<file path="src/rtl/riscv_amo_unit_if.sv">
// riscv_amo_unit_if: bundles the memory-stage request, the dcache handshake
// and the result/stall return path of the LR/SC/AMO unit.
//   master : pipeline + dcache side (drives i_*, observes o_*)
//   slave  : riscv_amo_unit (observes i_*, drives o_*)
interface riscv_amo_unit_if;
  logic        i_riscv_amo_valid;
  logic [4:0]  i_riscv_amo_op;
  logic        i_riscv_amo_dword;
  logic [63:0] i_riscv_amo_addr;
  logic [63:0] i_riscv_amo_rs2;
  logic        i_riscv_amo_misaligned;
  logic        i_riscv_amo_flush;
  logic        i_riscv_amo_memack;
  logic [63:0] i_riscv_amo_memrdata;
  logic        o_riscv_amo_memrden;
  logic        o_riscv_amo_memwren;
  logic [63:0] o_riscv_amo_memaddr;
  logic [63:0] o_riscv_amo_memwdata;
  logic        o_riscv_amo_memsize;
  logic        o_riscv_amo_stall;
  logic        o_riscv_amo_done;
  logic [63:0] o_riscv_amo_result;

  modport master (
    output i_riscv_amo_valid, i_riscv_amo_op, i_riscv_amo_dword, i_riscv_amo_addr,
           i_riscv_amo_rs2, i_riscv_amo_misaligned, i_riscv_amo_flush,
           i_riscv_amo_memack, i_riscv_amo_memrdata,
    input  o_riscv_amo_memrden, o_riscv_amo_memwren, o_riscv_amo_memaddr,
           o_riscv_amo_memwdata, o_riscv_amo_memsize, o_riscv_amo_stall,
           o_riscv_amo_done, o_riscv_amo_result
  );

  modport slave (
    input  i_riscv_amo_valid, i_riscv_amo_op, i_riscv_amo_dword, i_riscv_amo_addr,
           i_riscv_amo_rs2, i_riscv_amo_misaligned, i_riscv_amo_flush,
           i_riscv_amo_memack, i_riscv_amo_memrdata,
    output o_riscv_amo_memrden, o_riscv_amo_memwren, o_riscv_amo_memaddr,
           o_riscv_amo_memwdata, o_riscv_amo_memsize, o_riscv_amo_stall,
           o_riscv_amo_done, o_riscv_amo_result
  );
endinterface

</file>
<file path="src/rtl/riscv_amo_unit.sv">
// riscv_amo_unit: executes LR/SC/AMO instructions of the memory stage as a
// read / modify / write sequence against the dcache and tracks the LR
// reservation.
//   i_riscv_amo_clk : clock, rising edge
//   i_riscv_amo_rst : asynchronous active-high reset
//   amo             : slave modport of riscv_amo_unit_if (request, dcache
//                     handshake, stall, done/result)
//
// state   | meaning
// --------+-----------------------------------------------------------
// S_IDLE  | waiting for an accepted LR/SC/AMO
// S_READ  | dcache read of the old value in flight
// S_WRITE | dcache write of the new value (AMO, successful SC)
// S_DONE  | one-cycle done pulse, result valid
module riscv_amo_unit (
  input logic             i_riscv_amo_clk,
  input logic             i_riscv_amo_rst,
  riscv_amo_unit_if.slave amo
);

  localparam logic [4:0] OP_ADD  = 5'b00000;
  localparam logic [4:0] OP_SWAP = 5'b00001;
  localparam logic [4:0] OP_LR   = 5'b00010;
  localparam logic [4:0] OP_SC   = 5'b00011;
  localparam logic [4:0] OP_XOR  = 5'b00100;
  localparam logic [4:0] OP_OR   = 5'b01000;
  localparam logic [4:0] OP_AND  = 5'b01100;
  localparam logic [4:0] OP_MIN  = 5'b10000;
  localparam logic [4:0] OP_MAX  = 5'b10100;
  localparam logic [4:0] OP_MINU = 5'b11000;
  localparam logic [4:0] OP_MAXU = 5'b11100;

  typedef enum logic [1:0] {S_IDLE, S_READ, S_WRITE, S_DONE} state_t;

  state_t      state;
  logic        resv_valid;
  logic [63:0] resv_addr;
  logic [63:0] old_q;
  logic [4:0]  op_q;
  logic        dword_q;
  logic [63:0] addr_q;
  logic [63:0] rs2_q;
  logic        memrden_q;
  logic        memwren_q;
  logic [63:0] memaddr_q;
  logic [63:0] memwdata_q;
  logic        memsize_q;
  logic        done_q;
  logic [63:0] result_q;

  logic        accepted;
  logic        sc_hit;
  logic [63:0] rdata_ext;

  // Operands are widened to 65 bits, sign-extended only for MIN/MAX, so a
  // single signed compare serves both the signed and unsigned variants.
  function automatic logic [63:0] amo_calc(input logic [4:0] op, input logic dw,
                                           input logic [63:0] old, input logic [63:0] src);
    logic        sgn;
    logic [64:0] a;
    logic [64:0] b;
    logic        lt;
    logic [63:0] r;
    sgn = (op == OP_MIN) || (op == OP_MAX);
    if (dw) begin
      a = {sgn & old[63], old};
      b = {sgn & src[63], src};
    end else begin
      a = {{33{sgn & old[31]}}, old[31:0]};
      b = {{33{sgn & src[31]}}, src[31:0]};
    end
    lt = $signed(a) < $signed(b);
    r  = b[63:0];
    case (op)
      OP_ADD:           r = a[63:0] + b[63:0];
      OP_SWAP:          r = b[63:0];
      OP_XOR:           r = a[63:0] ^ b[63:0];
      OP_OR:            r = a[63:0] | b[63:0];
      OP_AND:           r = a[63:0] & b[63:0];
      OP_MIN, OP_MINU:  r = lt ? a[63:0] : b[63:0];
      OP_MAX, OP_MAXU:  r = lt ? b[63:0] : a[63:0];
      default:          r = b[63:0];
    endcase
    return dw ? r : {32'h0, r[31:0]};
  endfunction

  assign accepted  = amo.i_riscv_amo_valid & ~amo.i_riscv_amo_misaligned & ~amo.i_riscv_amo_flush;
  assign sc_hit    = resv_valid && (resv_addr == amo.i_riscv_amo_addr);
  assign rdata_ext = dword_q ? amo.i_riscv_amo_memrdata
                             : {{32{amo.i_riscv_amo_memrdata[31]}}, amo.i_riscv_amo_memrdata[31:0]};

  always_ff @(posedge i_riscv_amo_clk or posedge i_riscv_amo_rst) begin
    if (i_riscv_amo_rst) begin
      state      <= S_IDLE;
      resv_valid <= 1'b0;
      resv_addr  <= '0;
      old_q      <= '0;
      op_q       <= '0;
      dword_q    <= 1'b0;
      addr_q     <= '0;
      rs2_q      <= '0;
      memrden_q  <= 1'b0;
      memwren_q  <= 1'b0;
      memaddr_q  <= '0;
      memwdata_q <= '0;
      memsize_q  <= 1'b0;
      done_q     <= 1'b0;
      result_q   <= '0;
    end else if (amo.i_riscv_amo_flush) begin
      state      <= S_IDLE;
      resv_valid <= 1'b0;
      memrden_q  <= 1'b0;
      memwren_q  <= 1'b0;
      done_q     <= 1'b0;
    end else begin
      case (state)
        S_IDLE: begin
          done_q <= 1'b0;
          if (accepted) begin
            op_q      <= amo.i_riscv_amo_op;
            dword_q   <= amo.i_riscv_amo_dword;
            addr_q    <= amo.i_riscv_amo_addr;
            rs2_q     <= amo.i_riscv_amo_rs2;
            memaddr_q <= amo.i_riscv_amo_addr;
            memsize_q <= amo.i_riscv_amo_dword;
            if (amo.i_riscv_amo_op == OP_SC) begin
              resv_valid <= 1'b0;
              if (sc_hit) begin
                state      <= S_WRITE;
                memwren_q  <= 1'b1;
                memwdata_q <= amo.i_riscv_amo_dword ? amo.i_riscv_amo_rs2
                                                    : {32'h0, amo.i_riscv_amo_rs2[31:0]};
              end else begin
                state    <= S_DONE;
                done_q   <= 1'b1;
                result_q <= 64'd1;
              end
            end else begin
              state     <= S_READ;
              memrden_q <= 1'b1;
            end
          end
        end
        S_READ: begin
          if (amo.i_riscv_amo_memack) begin
            memrden_q <= 1'b0;
            old_q     <= rdata_ext;
            if (op_q == OP_LR) begin
              resv_valid <= 1'b1;
              resv_addr  <= addr_q;
              result_q   <= rdata_ext;
              done_q     <= 1'b1;
              state      <= S_DONE;
            end else begin
              memwren_q  <= 1'b1;
              memwdata_q <= amo_calc(op_q, dword_q, rdata_ext, rs2_q);
              state      <= S_WRITE;
            end
          end
        end
        S_WRITE: begin
          if (amo.i_riscv_amo_memack) begin
            memwren_q <= 1'b0;
            done_q    <= 1'b1;
            result_q  <= (op_q == OP_SC) ? 64'd0 : old_q;
            state     <= S_DONE;
          end
        end
        S_DONE: begin
          done_q <= 1'b0;
          state  <= S_IDLE;
        end
        default: state <= S_IDLE;
      endcase
    end
  end

  // Flush must kill requests and the done pulse in the same cycle, and the
  // accept term of stall must not leak through while reset is held.
  assign amo.o_riscv_amo_memrden  = memrden_q & ~amo.i_riscv_amo_flush;
  assign amo.o_riscv_amo_memwren  = memwren_q & ~amo.i_riscv_amo_flush;
  assign amo.o_riscv_amo_memaddr  = memaddr_q;
  assign amo.o_riscv_amo_memwdata = memwdata_q;
  assign amo.o_riscv_amo_memsize  = memsize_q;
  assign amo.o_riscv_amo_done     = done_q & ~amo.i_riscv_amo_flush;
  assign amo.o_riscv_amo_result   = result_q;
  assign amo.o_riscv_amo_stall    = ~i_riscv_amo_rst &
                                    (((state == S_IDLE) & accepted) |
                                     (state == S_READ) | (state == S_WRITE));

endmodule

</file>
<file path="src/flat_wrapper.sv">
// flat-port wrapper written by rule: the top's interface ports become plain ports
module riscv_amo_unit_flat 
  (i_riscv_amo_clk, i_riscv_amo_rst, amo_i_riscv_amo_valid, amo_i_riscv_amo_op, amo_i_riscv_amo_dword, amo_i_riscv_amo_addr, amo_i_riscv_amo_rs2, amo_i_riscv_amo_misaligned, amo_i_riscv_amo_flush, amo_i_riscv_amo_memack, amo_i_riscv_amo_memrdata, amo_o_riscv_amo_memrden, amo_o_riscv_amo_memwren, amo_o_riscv_amo_memaddr, amo_o_riscv_amo_memwdata, amo_o_riscv_amo_memsize, amo_o_riscv_amo_stall, amo_o_riscv_amo_done, amo_o_riscv_amo_result);
  riscv_amo_unit_if amo_i ();
  input logic i_riscv_amo_clk;
  input logic i_riscv_amo_rst;
  input wire logic [$bits(amo_i.i_riscv_amo_valid)-1:0] amo_i_riscv_amo_valid;
  input wire logic [$bits(amo_i.i_riscv_amo_op)-1:0] amo_i_riscv_amo_op;
  input wire logic [$bits(amo_i.i_riscv_amo_dword)-1:0] amo_i_riscv_amo_dword;
  input wire logic [$bits(amo_i.i_riscv_amo_addr)-1:0] amo_i_riscv_amo_addr;
  input wire logic [$bits(amo_i.i_riscv_amo_rs2)-1:0] amo_i_riscv_amo_rs2;
  input wire logic [$bits(amo_i.i_riscv_amo_misaligned)-1:0] amo_i_riscv_amo_misaligned;
  input wire logic [$bits(amo_i.i_riscv_amo_flush)-1:0] amo_i_riscv_amo_flush;
  input wire logic [$bits(amo_i.i_riscv_amo_memack)-1:0] amo_i_riscv_amo_memack;
  input wire logic [$bits(amo_i.i_riscv_amo_memrdata)-1:0] amo_i_riscv_amo_memrdata;
  output wire logic [$bits(amo_i.o_riscv_amo_memrden)-1:0] amo_o_riscv_amo_memrden;
  output wire logic [$bits(amo_i.o_riscv_amo_memwren)-1:0] amo_o_riscv_amo_memwren;
  output wire logic [$bits(amo_i.o_riscv_amo_memaddr)-1:0] amo_o_riscv_amo_memaddr;
  output wire logic [$bits(amo_i.o_riscv_amo_memwdata)-1:0] amo_o_riscv_amo_memwdata;
  output wire logic [$bits(amo_i.o_riscv_amo_memsize)-1:0] amo_o_riscv_amo_memsize;
  output wire logic [$bits(amo_i.o_riscv_amo_stall)-1:0] amo_o_riscv_amo_stall;
  output wire logic [$bits(amo_i.o_riscv_amo_done)-1:0] amo_o_riscv_amo_done;
  output wire logic [$bits(amo_i.o_riscv_amo_result)-1:0] amo_o_riscv_amo_result;
  assign amo_i.i_riscv_amo_valid = amo_i_riscv_amo_valid;
  assign amo_i.i_riscv_amo_op = amo_i_riscv_amo_op;
  assign amo_i.i_riscv_amo_dword = amo_i_riscv_amo_dword;
  assign amo_i.i_riscv_amo_addr = amo_i_riscv_amo_addr;
  assign amo_i.i_riscv_amo_rs2 = amo_i_riscv_amo_rs2;
  assign amo_i.i_riscv_amo_misaligned = amo_i_riscv_amo_misaligned;
  assign amo_i.i_riscv_amo_flush = amo_i_riscv_amo_flush;
  assign amo_i.i_riscv_amo_memack = amo_i_riscv_amo_memack;
  assign amo_i.i_riscv_amo_memrdata = amo_i_riscv_amo_memrdata;
  assign amo_o_riscv_amo_memrden = amo_i.o_riscv_amo_memrden;
  assign amo_o_riscv_amo_memwren = amo_i.o_riscv_amo_memwren;
  assign amo_o_riscv_amo_memaddr = amo_i.o_riscv_amo_memaddr;
  assign amo_o_riscv_amo_memwdata = amo_i.o_riscv_amo_memwdata;
  assign amo_o_riscv_amo_memsize = amo_i.o_riscv_amo_memsize;
  assign amo_o_riscv_amo_stall = amo_i.o_riscv_amo_stall;
  assign amo_o_riscv_amo_done = amo_i.o_riscv_amo_done;
  assign amo_o_riscv_amo_result = amo_i.o_riscv_amo_result;
  riscv_amo_unit u_core (.i_riscv_amo_clk(i_riscv_amo_clk), .i_riscv_amo_rst(i_riscv_amo_rst), .amo(amo_i));
endmodule
</file>
<file path="config.mk">
export PLATFORM = sky130hd
export DESIGN_NAME = riscv_amo_unit_flat
export DESIGN_NICKNAME = d
export VERILOG_FILES = /design/src/rtl/riscv_amo_unit_if.sv /design/src/rtl/riscv_amo_unit.sv /design/src/flat_wrapper.sv
export SDC_FILE = /design/constraint.sdc
export NUM_CORES = 1
export LEC_CHECK = 0
export BUFFER_PORTS_ARGS = -buffer_cell sky130_fd_sc_hd__buf_2
export CAP_MARGIN = 20
export CELL_PAD_IN_SITES_DETAIL_PLACEMENT = 0
export CELL_PAD_IN_SITES_GLOBAL_PLACEMENT = 1
export CORE_MARGIN = 5
export CORE_UTILIZATION = 47
export DETAILED_ROUTE_END_ITERATION = 8
export PLACE_DENSITY = 0.84
export SYNTH_ARGS = -nofsm -noshare
export SYNTH_HDL_FRONTEND = slang
export SYNTH_SLANG_ARGS = --single-unit
</file>
<file path="constraint.sdc">
create_clock -name i_riscv_amo_clk -period 35.7 [get_ports i_riscv_amo_clk]
set_input_delay 3.57 -clock i_riscv_amo_clk [delete_from_list [all_inputs] [get_ports i_riscv_amo_clk]]
set_output_delay 3.57 -clock i_riscv_amo_clk [all_outputs]
set_load 0.01 [all_outputs]
</file>
==> flow_summary.json <==
{
  "grt_start_max_net_pins": 172,
  "io_buffers": 400,
  "setup_ws_ns": 26.03,
  "synth_seq_cells": 396,
  "clock_power_share": 0.155,
  "hold_viol": 0,
  "whs_ns": 0.477,
  "drive_gt1_frac": 0.197,
  "initialDrtViolationCount": 2824,
  "p_int_mw": 1.57,
  "clockRootBuffer": "clkbuf_16",
  "grt_overflow": 0,
  "fin_worst_skew_ns": 0.0187,
  "worstSetupPathType": "input port to flop",
  "postLayoutCoreUtil": 0.545,
  "syn_area_um2": 28200,
  "r2r_start": "u_core.op_q[4]",
  "ys_warn_count": 0,
  "area_growth_syn_to_layout_pct": 14.5,
  "start_kind": "input port",
  "crit_path_start": "amo_i_riscv_amo_memrdata[31]",
  "grt_pass1_wl_mm": 161,
  "die_h_um": 255,
  "syn_inst": 3397,
  "dpl.hpwl_mm": 77.4,
  "maxCapViolations": 0,
  "gp_congestion": 0.976,
  "rsz0062_at_grt": "no",
  "async_flop_share": 1.00,
  "cts_buffers": 46,
  "num_rows": 89,
  "h-tree-depth": 2,
  "max-slew-margin-rel": 0.232,
  "crit_required_ns": 36.19,
  "dr.pass1.iters": 6,
  "track_usage": 0.317,
  "tightestPinTransition_ns": 1.15,
  "drt.antenna.violating_nets": 0,
  "drv_slew": 0,
  "finalWirelength_mm": 107,
  "leakagePower_nw": 14.6,
  "ys_seq_area_frac": 0.352,
  "max_freq_ghz": 0.103,
  "hp-start": "u_core.old_q[52]",
  "avgSynthCellArea_um2": 8.29,
  "vias": 27221,
  "post_cts_buffers": 0,
  "clk_path_buf_depth": 3,
  "p_switching_mw": 1.64,
  "timing.final.crit_share": 0.271,
  "clk_latency_ns": 0.59,
  "power_frac_seq": 0.248,
  "peakVddDrop_uv": 59.6,
  "coreArea_um2": 59200,
  "nets": 4055,
  "hold_path_class": "flop to flop",
  "cts_resized": 0,
  "total_power_mw": 3.21,
  "critPathMaxFanout": 30,
  "start_util": 0.476,
  "io_pins": 401,
  "synth-main-ff-cell": "dfrtp_1",
  "place_ws_ns": 25.59,
  "swShare": 0.512,
  "synth.net_count": 3800,
  "antenna_found_initial": 17,
  "wl_per_cell_um": 24.1,
  "min_period_ns": 9.67,
  "synth_cell_types": 91,
  "viasPerCell": 6.10,
  "setup_viol": 0,
  "die_w_um": 255,
  "cp_data_arrival_time_ns": 10.16,
  "hold_buffers": 0,
  "end_kind": "flop",
  "status": "finished clean",
  "drc": 0,
  "die_area_um2": 64900,
  "timing.setup.tns_ns": 0,
  "cts_tree": "done",
  "grt_pass1_vias": 26096,
  "synth-edff-count": 0,
  "power.density_nw_per_um2": 99.6,
  "numClockSinks": 396,
  "p_comb_frac": 0.598,
  "path_clk_slew_ns": 0.06
}
## cell type report
type	count	area, µm²
inverters	266	1010
flip-flops and latches	396	9910
well taps	773	967
diodes	9	22.5
fillers	5669	27000
multi-input cells	2495	16400
clock buffers	61	1300
repair buffers	447	2390
clock inverters	18	255
## cells in the final DEF (no fill, tap or decap), types with 13 or more instances in the layout
master       n
a22oi_1     21
mux2_2     159
dfrtp_1    396
nor2_1     193
buf_4       45
o31ai_1     21
inv_1      263
nor3_1      42
o211ai_1    43
o2111ai_1   19
a31oi_1     42
xor2_1      47
clkbuf_16   47
o21a_1      27
o21ai_0    424
nor4_1      26
a21oi_1    230
o21bai_1    19
and3_1      13
ha_1       196
xnor2_1     37
a221oi_1    30
nor2b_1     46
o21ai_1     17
nand3_1    134
o22ai_1     14
nand2b_1    21
a21o_1      33
nand4_1     35
mux2i_1     23
buf_2      400
nand2_1    358
a211oi_1    38
## sequential cells by signal (all words and copies together) (netlist names)
register,cells
u_core.addr_q,64
u_core.amo.o_riscv_amo_memsize,1
u_core.amo.o_riscv_amo_memwdata,64
u_core.amo.o_riscv_amo_result,64
u_core.done_q,1
u_core.memrden_q,1
u_core.memwren_q,1
u_core.old_q,64
u_core.op_q,5
u_core.resv_addr,64
u_core.resv_valid,1
u_core.rs2_q,64
u_core.state,2
## layer usage
layer	part of all wire	vias to the layer above	track usage	routed length (µm)
li1	-	12549	-	-
met3	0.097	226	0.0693	10400
met5	0.00077	-	0	83
met2	0.45	1327	0.496	48000
met4	0.039	16	0.114	4240
met1	0.42	13103	0.438	44800
## cell usage after synthesis (all sizes together) (47+ instances only)
cell type | number | area [µm²]
nand3 | 134 | 671
nor2 | 205 | 777
nor2b | 47 | 294
nand2 | 359 | 1360
ha | 198 | 2480
clkbuf | 192 | 721
xor2 | 47 | 412
mux2 | 159 | 1790
buf | 48 | 238
a21oi | 233 | 1180
dfrtp | 396 | 9910
inv | 265 | 995
o21ai | 442 | 2220
## critical path: stages
cell and delay, ns:
buf_2 0.17, inv_1 0.11, nor2_2 0.11, buf_4 0.31, a21oi_1 0.13, nor2_1 0.35, ha_1 0.40, or4b_1 0.62
or4_4 0.63, nor4_2 0.34, o311ai_1 0.22, and4_1 0.41, nand3_1 0.69, nand2_1 0.84, nor2_1 0.72, o21ai_0 0.19
a221oi_1 0.30
## kinds of logic after synthesis
logic type	after synthesis	synth area share
compound gates	1092	0.238
simple gates	937	0.154
buf+inv	506	0.0695
flops	396	0.352
fa+ha+maj	199	0.0886
mux	182	0.0717
xor+xnor	85	0.0267
## worst paths after layout
kind | slack [ns] | end | cells past startpoint
worst max-delay path | 26.03 | u_core.amo.o_riscv_amo_memwdata[13] | 17
min in group asynchronous | 3.09 | u_core.old_q[25] | 2
max in group asynchronous | 30.42 | u_core.old_q[48] | 4
worst min register to register | 0.48 | u_core.old_q[52] | 2
worst min-delay path | 0.48 | u_core.old_q[52] | 2
worst max register to register | 27.45 | u_core.amo.o_riscv_amo_memwdata[13] | 17
## power groups by stage
stage / Combinational, mW / Sequential (mW) / Clock, mW
after floorplan: 1.22 / 0.798 / 0
after global placement: 1.87 / 0.790 / 0
after detailed placement: 1.87 / 0.797 / 0
after CTS: 1.88 / 0.792 / 0.506
after global routing: 2.07 / 0.819 / 0.525
final: 1.92 / 0.795 / 0.498
## through the flow
step / cells / area [µm²]
finish: 4465 / 32300
global route: 4461 / 32300
CTS: 4455 / 32200
detailed placement: 4376 / 30700
global placement: 4376 / 30700
floorplan: 3397 / 28200
Power figures use the tool's default switching activity.
